==> config.mk <==
export PLATFORM = sky130hd
export DESIGN_NAME = pwm_duty_decoder
export DESIGN_NICKNAME = d
export VERILOG_FILES = /design/src/rtl/piano_pkg.sv /design/src/rtl/sync_edge_det.sv /design/src/rtl/pwm_duty_decoder.sv
export SDC_FILE = /design/constraint.sdc
export NUM_CORES = 1
export LEC_CHECK = 0
export ABC_AREA = 1
export CAP_MARGIN = 10
export CORE_MARGIN = 3
export CORE_UTILIZATION = 46
export CTS_CLUSTER_DIAMETER = 100
export DETAILED_ROUTE_END_ITERATION = 8
export PLACE_DENSITY = 0.76
export SYNTH_ARGS = -nofsm -noshare
export SYNTH_HDL_FRONTEND = slang
export SYNTH_SLANG_ARGS = --single-unit
==> constraint.sdc <==
create_clock -name clk -period 1.94 [get_ports clk]
set_input_delay 0.194 -clock clk [delete_from_list [all_inputs] [get_ports clk]]
set_output_delay 0.194 -clock clk [all_outputs]
set_load 0.02 [all_outputs]
==> src/rtl/piano_pkg.sv <==
// Shared definitions for the piano PWM tone path: decoder FSM states and the
// frame/duty constants common to the generator and the decoder.
package piano_pkg;

  typedef enum logic [1:0] {
    SEARCH = 2'd0,
    HIGH   = 2'd1,
    LOW    = 2'd2
  } state_t;

  localparam int PWM_PERIOD = 1024;
  localparam int DUTY_W     = 10;

endpackage

==> src/rtl/sync_edge_det.sv <==
// Two-flop synchronizer for an asynchronous line followed by a registered
// edge detector; level, rise and fall are aligned to the same cycle.
module sync_edge_det (
  input  logic clk,
  input  logic rst,
  input  logic async_in,
  output logic level,
  output logic rise,
  output logic fall
);

  logic sync_p0;
  logic sync_p1;

  always_ff @(posedge clk) begin
    if (rst) begin
      sync_p0 <= 1'b0;
      sync_p1 <= 1'b0;
      level   <= 1'b0;
      rise    <= 1'b0;
      fall    <= 1'b0;
    end else begin
      // stages p0/p1: metastability filter
      sync_p0 <= async_in;
      sync_p1 <= sync_p0;
      // stage p2: delayed copy, edges compare p1 against it
      level   <= sync_p1;
      rise    <= sync_p1 & ~level;
      fall    <= ~sync_p1 & level;
    end
  end

endmodule

==> src/rtl/pwm_duty_decoder.sv <==
// Recovers the 10-bit compare value from a piano PWM line by timing the high
// phase and the rise-to-rise frame length; reports bad frames and stuck lines.
module pwm_duty_decoder
  import piano_pkg::*;
#(
  parameter int PERIOD  = PWM_PERIOD,
  parameter int TOL     = 4,
  parameter int TIMEOUT = 2048,
  parameter int CNT_W   = 12
) (
  input  logic              clk,
  input  logic              rst,
  input  logic              pwm_in,
  output logic [DUTY_W-1:0] duty,
  output logic              duty_valid,
  output logic              period_err,
  output logic              stuck
);

  localparam logic [DUTY_W-1:0] DUTY_FULL = '1;
  localparam logic [CNT_W-1:0]  DUTY_MAX  = {{(CNT_W-DUTY_W){1'b0}}, DUTY_FULL};
  localparam logic [CNT_W-1:0]  CNT_ONE   = CNT_W'(1);
  localparam logic [CNT_W-1:0]  CNT_MAX   = '1;
  localparam logic [CNT_W-1:0]  PER_LO    = CNT_W'(PERIOD - TOL);
  localparam logic [CNT_W-1:0]  PER_HI    = CNT_W'(PERIOD + TOL);
  localparam logic [CNT_W-1:0]  IDLE_LAST = CNT_W'(TIMEOUT - 1);

  function automatic logic [CNT_W-1:0] sat_inc(input logic [CNT_W-1:0] v);
    return (v == CNT_MAX) ? v : v + CNT_ONE;
  endfunction

  function automatic logic [DUTY_W-1:0] sat_duty(input logic [CNT_W-1:0] v);
    return (v > DUTY_MAX) ? DUTY_FULL : v[DUTY_W-1:0];
  endfunction

  function automatic logic frame_ok(input logic [CNT_W-1:0] per);
    return (per >= PER_LO) && (per <= PER_HI);
  endfunction

  logic level_p2;
  logic rise_p2;
  logic fall_p2;
  logic edge_p2;

  sync_edge_det u_sync (
    .clk      (clk),
    .rst      (rst),
    .async_in (pwm_in),
    .level    (level_p2),
    .rise     (rise_p2),
    .fall     (fall_p2)
  );

  assign edge_p2 = rise_p2 | fall_p2;

  state_t           state;
  logic [CNT_W-1:0] hi_cnt;
  logic [CNT_W-1:0] per_cnt;
  logic [CNT_W-1:0] idle_cnt;

  always_ff @(posedge clk) begin
    if (rst) begin
      state      <= SEARCH;
      hi_cnt     <= '0;
      per_cnt    <= '0;
      idle_cnt   <= '0;
      duty       <= '0;
      duty_valid <= 1'b0;
      period_err <= 1'b0;
      stuck      <= 1'b0;
    end else begin
      // stage p3: measurement and strobes, one cycle after the synchronized edge
      duty_valid <= 1'b0;
      period_err <= 1'b0;

      case (state)
        SEARCH: begin
          if (rise_p2) begin
            hi_cnt  <= CNT_ONE;
            per_cnt <= CNT_ONE;
            state   <= HIGH;
          end
        end
        HIGH: begin
          per_cnt <= sat_inc(per_cnt);
          if (fall_p2) begin
            state <= LOW;
          end else begin
            hi_cnt <= sat_inc(hi_cnt);
          end
        end
        LOW: begin
          if (rise_p2) begin
            if (frame_ok(per_cnt)) begin
              duty       <= sat_duty(hi_cnt);
              duty_valid <= 1'b1;
            end else begin
              period_err <= 1'b1;
            end
            // the closing rise also opens the next frame
            hi_cnt  <= CNT_ONE;
            per_cnt <= CNT_ONE;
            state   <= HIGH;
          end else begin
            per_cnt <= sat_inc(per_cnt);
          end
        end
        default: state <= SEARCH;
      endcase

      // Placed after the FSM so a timeout overrides its state update.
      if (edge_p2) begin
        idle_cnt <= '0;
        stuck    <= 1'b0;
      end else begin
        idle_cnt <= sat_inc(idle_cnt);
        if (idle_cnt == IDLE_LAST) begin
          stuck      <= 1'b1;
          duty       <= level_p2 ? DUTY_FULL : '0;
          duty_valid <= 1'b1;
          state      <= SEARCH;
        end
      end
    end
  end

endmodule

==> impl_metrics.ini, run 1 <==
[worst_setup_path]
setup.worst_path.class = register to register
cpPeakStageDelay_ps = 410
crit_buf_inv = 2
cp_max_fo = 5
endpoint_kind = register
cp.arrival_ps = 1940
crit_family = simple AND/OR/NAND/NOR gates
critical_path.startpoint_type = register
required_ps = 2150
path_cells = inv_1, ha_1, nor2_1, nand3b_1, nand2_1, nand2_2, inv_1, o21ai_0, nor2_1
critPathSlowestCell = dfxtp_1

[synthesis]
synth_compound_area_share_pct = 8.62
yosysUniqueCellTypes = 36
synth_most_common_cell = nand2_1
synth_common_cells = nand2_1, inv_1, dfxtp_1
synthFlopType = dfxtp_1
synth_top_cell_by_area = dfxtp_1
synthMuxAreaShare_pct = 0
async_reset_ff_share_pct = 0
synth_seq_cells = 56
synth_xor_area_share_pct = 1.99
synth_top_family_by_area = simple AND/OR/NAND/NOR gates
yosysWarnings = 0
yosysTopAreaCellShare_pct = 36.5
yosys.area_share.simple_pct = 38.3
synth_adder_area_share_pct = 3.25
syn-num-nets = 453
avgSynthCellArea_um2 = 6.96
synth_edf_count = 0
synth_area_mm2 = 0.00308
synth_area_leaders = dfxtp_1, nand2_1, inv_1, nor2_1, nand3_1
synthCells = 442
ys_seq_area_share_pct = 36.5

[global_routing]
grt_max_degree = 19
antenna_found_initial = 0
grt_pass1_vias = 2670
grt_use_total_pct = 18.3
overflow = 0
grt_first_pass_wirelength_um = 11600

[floorplanning]
dieArea_mm2 = 0.00770
core_mm2 = 0.00642
die_y_um = 87.8
core.rowCount = 29
io_pins = 16
start_util_pct = 47.9
die-width_um = 87.8

[sta]
finalCritPeriodShare_pct = 89.2
whs_ps = 386
skew_ps = 10.9
max_freq_mhz = 578
finalSetupTns_ps = 0
setup_viol = 0
finalHoldViolCount = 0
rsz0062_at_grt = false
min_period_ps = 1730
setup_ws_ps = 209
drv_slew = 0
worstMarginPinSlew_ps = 596
slew_headroom_pct = 60.1

[cts]
clkLatencyLatePin_ps = 320
clockBufferDepth = 2
cts-htree-levels = 2
cts_tree = done
clock-sinks = 56
root_buffer = clkbuf_8
cts_hold_buf = 0
cts_buffers = 5
cts.clk_slew.worst_paths_ps = 100

[placement]
routabilityCongestion = 0.942
place_inst = 532
post-place-ws_ps = 140
port_buffers = 15
dpl-instance-area_mm2 = 0.00328
hpwlAfterDp_um = 4810

[drt]
num_vias = 2778
drc = 0
wl_per_cell_um = 11.5
routed_wl_um = 6250
drtIter0Drc = 148
drt_first_pass_iters = 5
via_per_inst = 5.12
antenna_left = 0

[run_status]
outcome = complete, no violations

[final_layout]
instances_no_fill = 543
drive_above_1_share_pct = 10.9
final_util_pct = 52.9
diodes = 0
fillers = 624
synthToLayoutAreaGrowth_pct = 10.4
fin_nets = 476
design_area_mm2 = 0.00339

[flow_run]
drv_cap = 0

[power]
total_power_mw = 1.96
leakagePower_nw = 1.51
p_per_area_mw_per_mm2 = 576
ir_drop_mv = 0.270

[min_path]
min_path_type = primary input to register
repair_timing:
action,4_1_cts,5_1_grt
setup buffers,0,3
gates resized for setup,0,1
endpoints found under the setup margin,0,5
cell type report:
type                            count  area (µm²)  share of cell area (%)
Clock buffer                        5        68.8                    2.03
Clock inverter                      3        21.3                   0.627
Inverter                           70         263                    7.74
Multi-Input combinational cell    308        1610                    47.3
Sequential cell                    56        1120                    33.0
Tap cell                           77        96.3                    2.84
Timing Repair Buffer               24         218                    6.41
placed cells by master, fill, tap and decap left out, types with 3 or more instances in the layout:
cell             count
nand2_1            106
inv_1               65
dfxtp_1             56
nor2_1              51
nand3_1             29
nand4_1             20
a21oi_1             17
o21ai_0             15
clkdlybuf4s50_1     15
nor3_1              14
buf_4                9
ha_1                 8
nand2_2              7
inv_2                5
xor2_1               5
clkbuf_8             5
nor2_4               4
nor3_2               3
o21ai_1              3
or2_2                3
nand3b_1             3
a21oi_2              3
cells by family (layout without fill, tap and decap cells):
kind of cell	after synthesis	count (layout)
AND/OR/NAND/NOR	248	248
buffers and inverters	78	102
flip-flops	56	56
AO/OA/AOI/OAI	45	45
adder cells (fa/ha/maj)	8	8
XOR/XNOR	7	7
registers in the layout, summed over array words and instances, names as in the netlist:
signal          flops
u_sync.sync_p1      1
stuck               1
period_err          1
u_sync.fall         1
u_sync.sync_p0      1
hi_cnt             12
duty               10
duty_valid          1
u_sync.rise         1
u_sync.level        1
state               2
per_cnt            12
idle_cnt           12
final timing paths:
kind	from	to	slack (ps)	cells after the start
max	state[0]$_SDFF_PP0_	per_cnt[1]$_SDFFE_PP0P_	210	9
min	pwm_in	u_sync.sync_p0$_SDFF_PP0_	390	3
max reg2reg	state[0]$_SDFF_PP0_	per_cnt[1]$_SDFFE_PP0P_	210	9
min reg2reg	u_sync.sync_p0$_SDFF_PP0_	u_sync.sync_p1$_SDFF_PP0_	410	2
power breakdown:
group / internal, mW / switching (mW) / leakage (nW)
Sequential: 1.16 / 0.0138 / 0.453
Combinational: 0.0448 / 0.0810 / 1.01
Clock: 0.257 / 0.394 / 0.0445
worst reg2reg max path: cells and delay by family, from the launching register on:
family                   cells  cell delay (ps)
flip-flops                   1              410
adder cells (fa/ha/maj)      1              250
AND/OR/NAND/NOR              5              680
buffers and inverters        2              220
AO/OA/AOI/OAI                1               80
per-layer routing:
layer / share of wire [%] / wire [µm] / vias up / GRT usage, %
li1: - / - / 1452 / -
met1: 48 / 3010 / 1265 / 24.0
met2: 47 / 2930 / 55 / 30.2
met3: 4.1 / 254 / 6 / 3.95
met4: 0.77 / 48 / 0 / 5.16
met5: 0 / 0 / - / 0
(Power assumes the default switching activity.)
==> run 2, diff against run 1 <==
Settings changed: SYNTH_HIERARCHICAL from default to 1.
==> run 2 against run 1 <==
- maximum frequency fell by 2.3%
- sequential cell count did not move
- power fell by 0.81%
- via count fell by 2.9%
- die area fell by 3.7%
- synthesized cell count fell by 4.8%
- routed wire length fell by 1.2%
- design area fell by 2.0%
- register-to-register slack got worse by 40 ps
- count of clock-buffer cells in the layout did not move
- non-clock buffer count rose by 1
- area after synthesis fell by 3.9%
- critical path type unchanged
- largest power group unchanged
- highest routed layer unchanged
==> impl_metrics.ini, run 2 <==
[final_layout]
layout_common_cells = nand2_1, inv_1, dfxtp_1, nor2_1, nand3_1
diodes = 0
multi_input_area_mm2 = 0.00154
synthToLayoutAreaGrowth_pct = 12.6
drive_above_1_share_pct = 11.0
fillers = 573
ff_latch_area_mm2 = 0.00112
final_common_cell = nand2_1
reg_top3 = hi_cnt (12), idle_cnt (12), per_cnt (12)
fin_nets = 457

[sta]
slew_headroom_pct = 73.6
drv_slew = 0
finalHoldViolCount = 0
rsz0062_at_grt = false
worstMarginPinSlew_ps = 394
whs_ps = 373
setup_ws_ps = 168
finalCritPeriodShare_pct = 91.3
finalSetupTns_ps = 0
min_period_ps = 1770
setup_viol = 0
skew_ps = 15.9
max_freq_mhz = 564

[synthesis]
synthFlopType = dfxtp_1
synthCells = 421
yosysUniqueCellTypes = 37
synth_edf_count = 0
synth_compound_area_share_pct = 11.4
yosysTopAreaCellShare_pct = 38.0
ys_seq_area_share_pct = 38.0
synth_adder_area_share_pct = 3.81
synth_common_cells = nand2_1, inv_1, dfxtp_1
avgSynthCellArea_um2 = 7.02
synth_top_cell_by_area = dfxtp_1
yosysWarnings = 6
synth_area_mm2 = 0.00295
async_reset_ff_share_pct = 0
synth_top_family_by_area = simple AND/OR/NAND/NOR gates
synth_xor_area_share_pct = 2.08
synth_most_common_cell = nand2_1
synthMuxAreaShare_pct = 0
synth_area_leaders = dfxtp_1, nand2_1, inv_1, nor2_1, nand3_1
yosys.area_share.simple_pct = 34.7
syn-num-nets = 433
synth_seq_cells = 56

[cts]
post_cts_buffers = 0
cts_buffers = 5
clkLatencyLatePin_ps = 320
cts_hold_buf = 0
cts-htree-levels = 2
cts.clk_slew.worst_paths_ps = 110
clockBufferDepth = 2
clock-sinks = 56
root_buffer = clkbuf_8
cts_tree = done

[drt]
drc = 0
drtIter0Drc = 175
routed_wl_um = 6180
drt_first_pass_iters = 5
num_vias = 2698
via_per_inst = 5.18
antenna_left = 0
wl_per_cell_um = 11.9

[worst_setup_path]
endpoint_kind = register
cp_max_fo = 6
setup.worst_path.class = register to register
cp.arrival_ps = 1980
critical_path.startpoint_type = register
required_ps = 2150

[floorplanning]
die-width_um = 86.1
core_mm2 = 0.00606
core.rowCount = 28
dieArea_mm2 = 0.00742
io_pins = 16
die_y_um = 86.1
start_util_pct = 48.7

[placement]
hpwlAfterDp_um = 4600
port_buffers = 15
post-place-ws_ps = 148
routabilityCongestion = 0.866

[power]
ir_drop_mv = 0.438
leakagePower_nw = 1.34
p_per_area_mw_per_mm2 = 583

[global_routing]
overflow = 0
grt_pass1_vias = 2478
grt_max_degree = 20
grt_use_total_pct = 17.5
antenna_found_initial = 0
grt_first_pass_wirelength_um = 10700

[min_path]
min_path_type = primary input to register

[flow_run]
drv_cap = 0

[run_status]
outcome = complete, no violations
[run 2: layout make-up]
| cell class | instances | share of cell area, % |
|---|---|---|
| well taps | 75 | 2.82 |
| inverters | 68 | 7.67 |
| clock buffers | 5 | 2.07 |
| multi-input cells | 289 | 46.3 |
| flip-flops and latches | 56 | 33.7 |
| repair buffers | 25 | 6.77 |
| clock inverters | 3 | 0.639 |
[run 2: timing repair]
action                                  4_1_cts  5_1_grt
gates resized for setup                       0        2
endpoints found under the setup margin        0        9
endpoints found under the hold margin         0        0
[run 2: final timing paths]
kind | slack [ps] | startpoint | depth (start not counted) | to
worst max-delay path | 170 | state[1]$_SDFF_PP0_ | 10 | hi_cnt[4]$_SDFFE_PP0P_
worst min-delay path | 370 | pwm_in | 3 | u_sync/sync_p0$_SDFF_PP0_
worst max register to register | 170 | state[1]$_SDFF_PP0_ | 10 | hi_cnt[4]$_SDFFE_PP0P_
worst min register to register | 420 | u_sync/sync_p0$_SDFF_PP0_ | 2 | u_sync/sync_p1$_SDFF_PP0_
[run 2: report_power, final]
part | internal [mW] | total (mW) | switching (mW) | leakage, nW
logic | 0.0423 | 0.116 | 0.0741 | 0.840
clock network | 0.257 | 0.644 | 0.387 | 0.0445
registers | 1.16 | 1.18 | 0.0140 | 0.453
[run 2: cell families (layout without fill, tap and decap cells)]
kind of cell	after synthesis	in the layout
buffers and inverters	76	101
adders and majority gates	9	9
xor gates and xnor gates	7	7
and+or+nand+nor	213	213
AOI/OAI and AO/OA	60	60
DFF	56	56
[run 2: metal layers]
layer	part of all wire [%]	GRT usage, %	vias to the layer above
met5	0	0	-
met4	0.83	5.47	0
met3	3.2	3.46	6
met2	45	28.1	35
met1	51	23.5	1250
li1	-	-	1407
[run 2: through the flow]
step	utilization, %	area [µm²]	power (mW)	std cells
after floorplan	-	2950	1.28	421
after global placement	53.3	3230	1.31	513
after detailed placement	53.3	3230	1.32	513
after CTS	54.8	3320	1.96	521
after global routing	54.9	3330	2.02	521
final	54.9	3330	1.94	521
[run 2: critical path: stages, from the launching register on]
cell	delay (ps)
dfxtp_1	370
inv_1	110
ha_1	230
inv_1	90
nor3_1	190
nand3_1	110
nand2_2	160
buf_4	160
nor2_1	40
o21ai_0	150
nor2_1	50
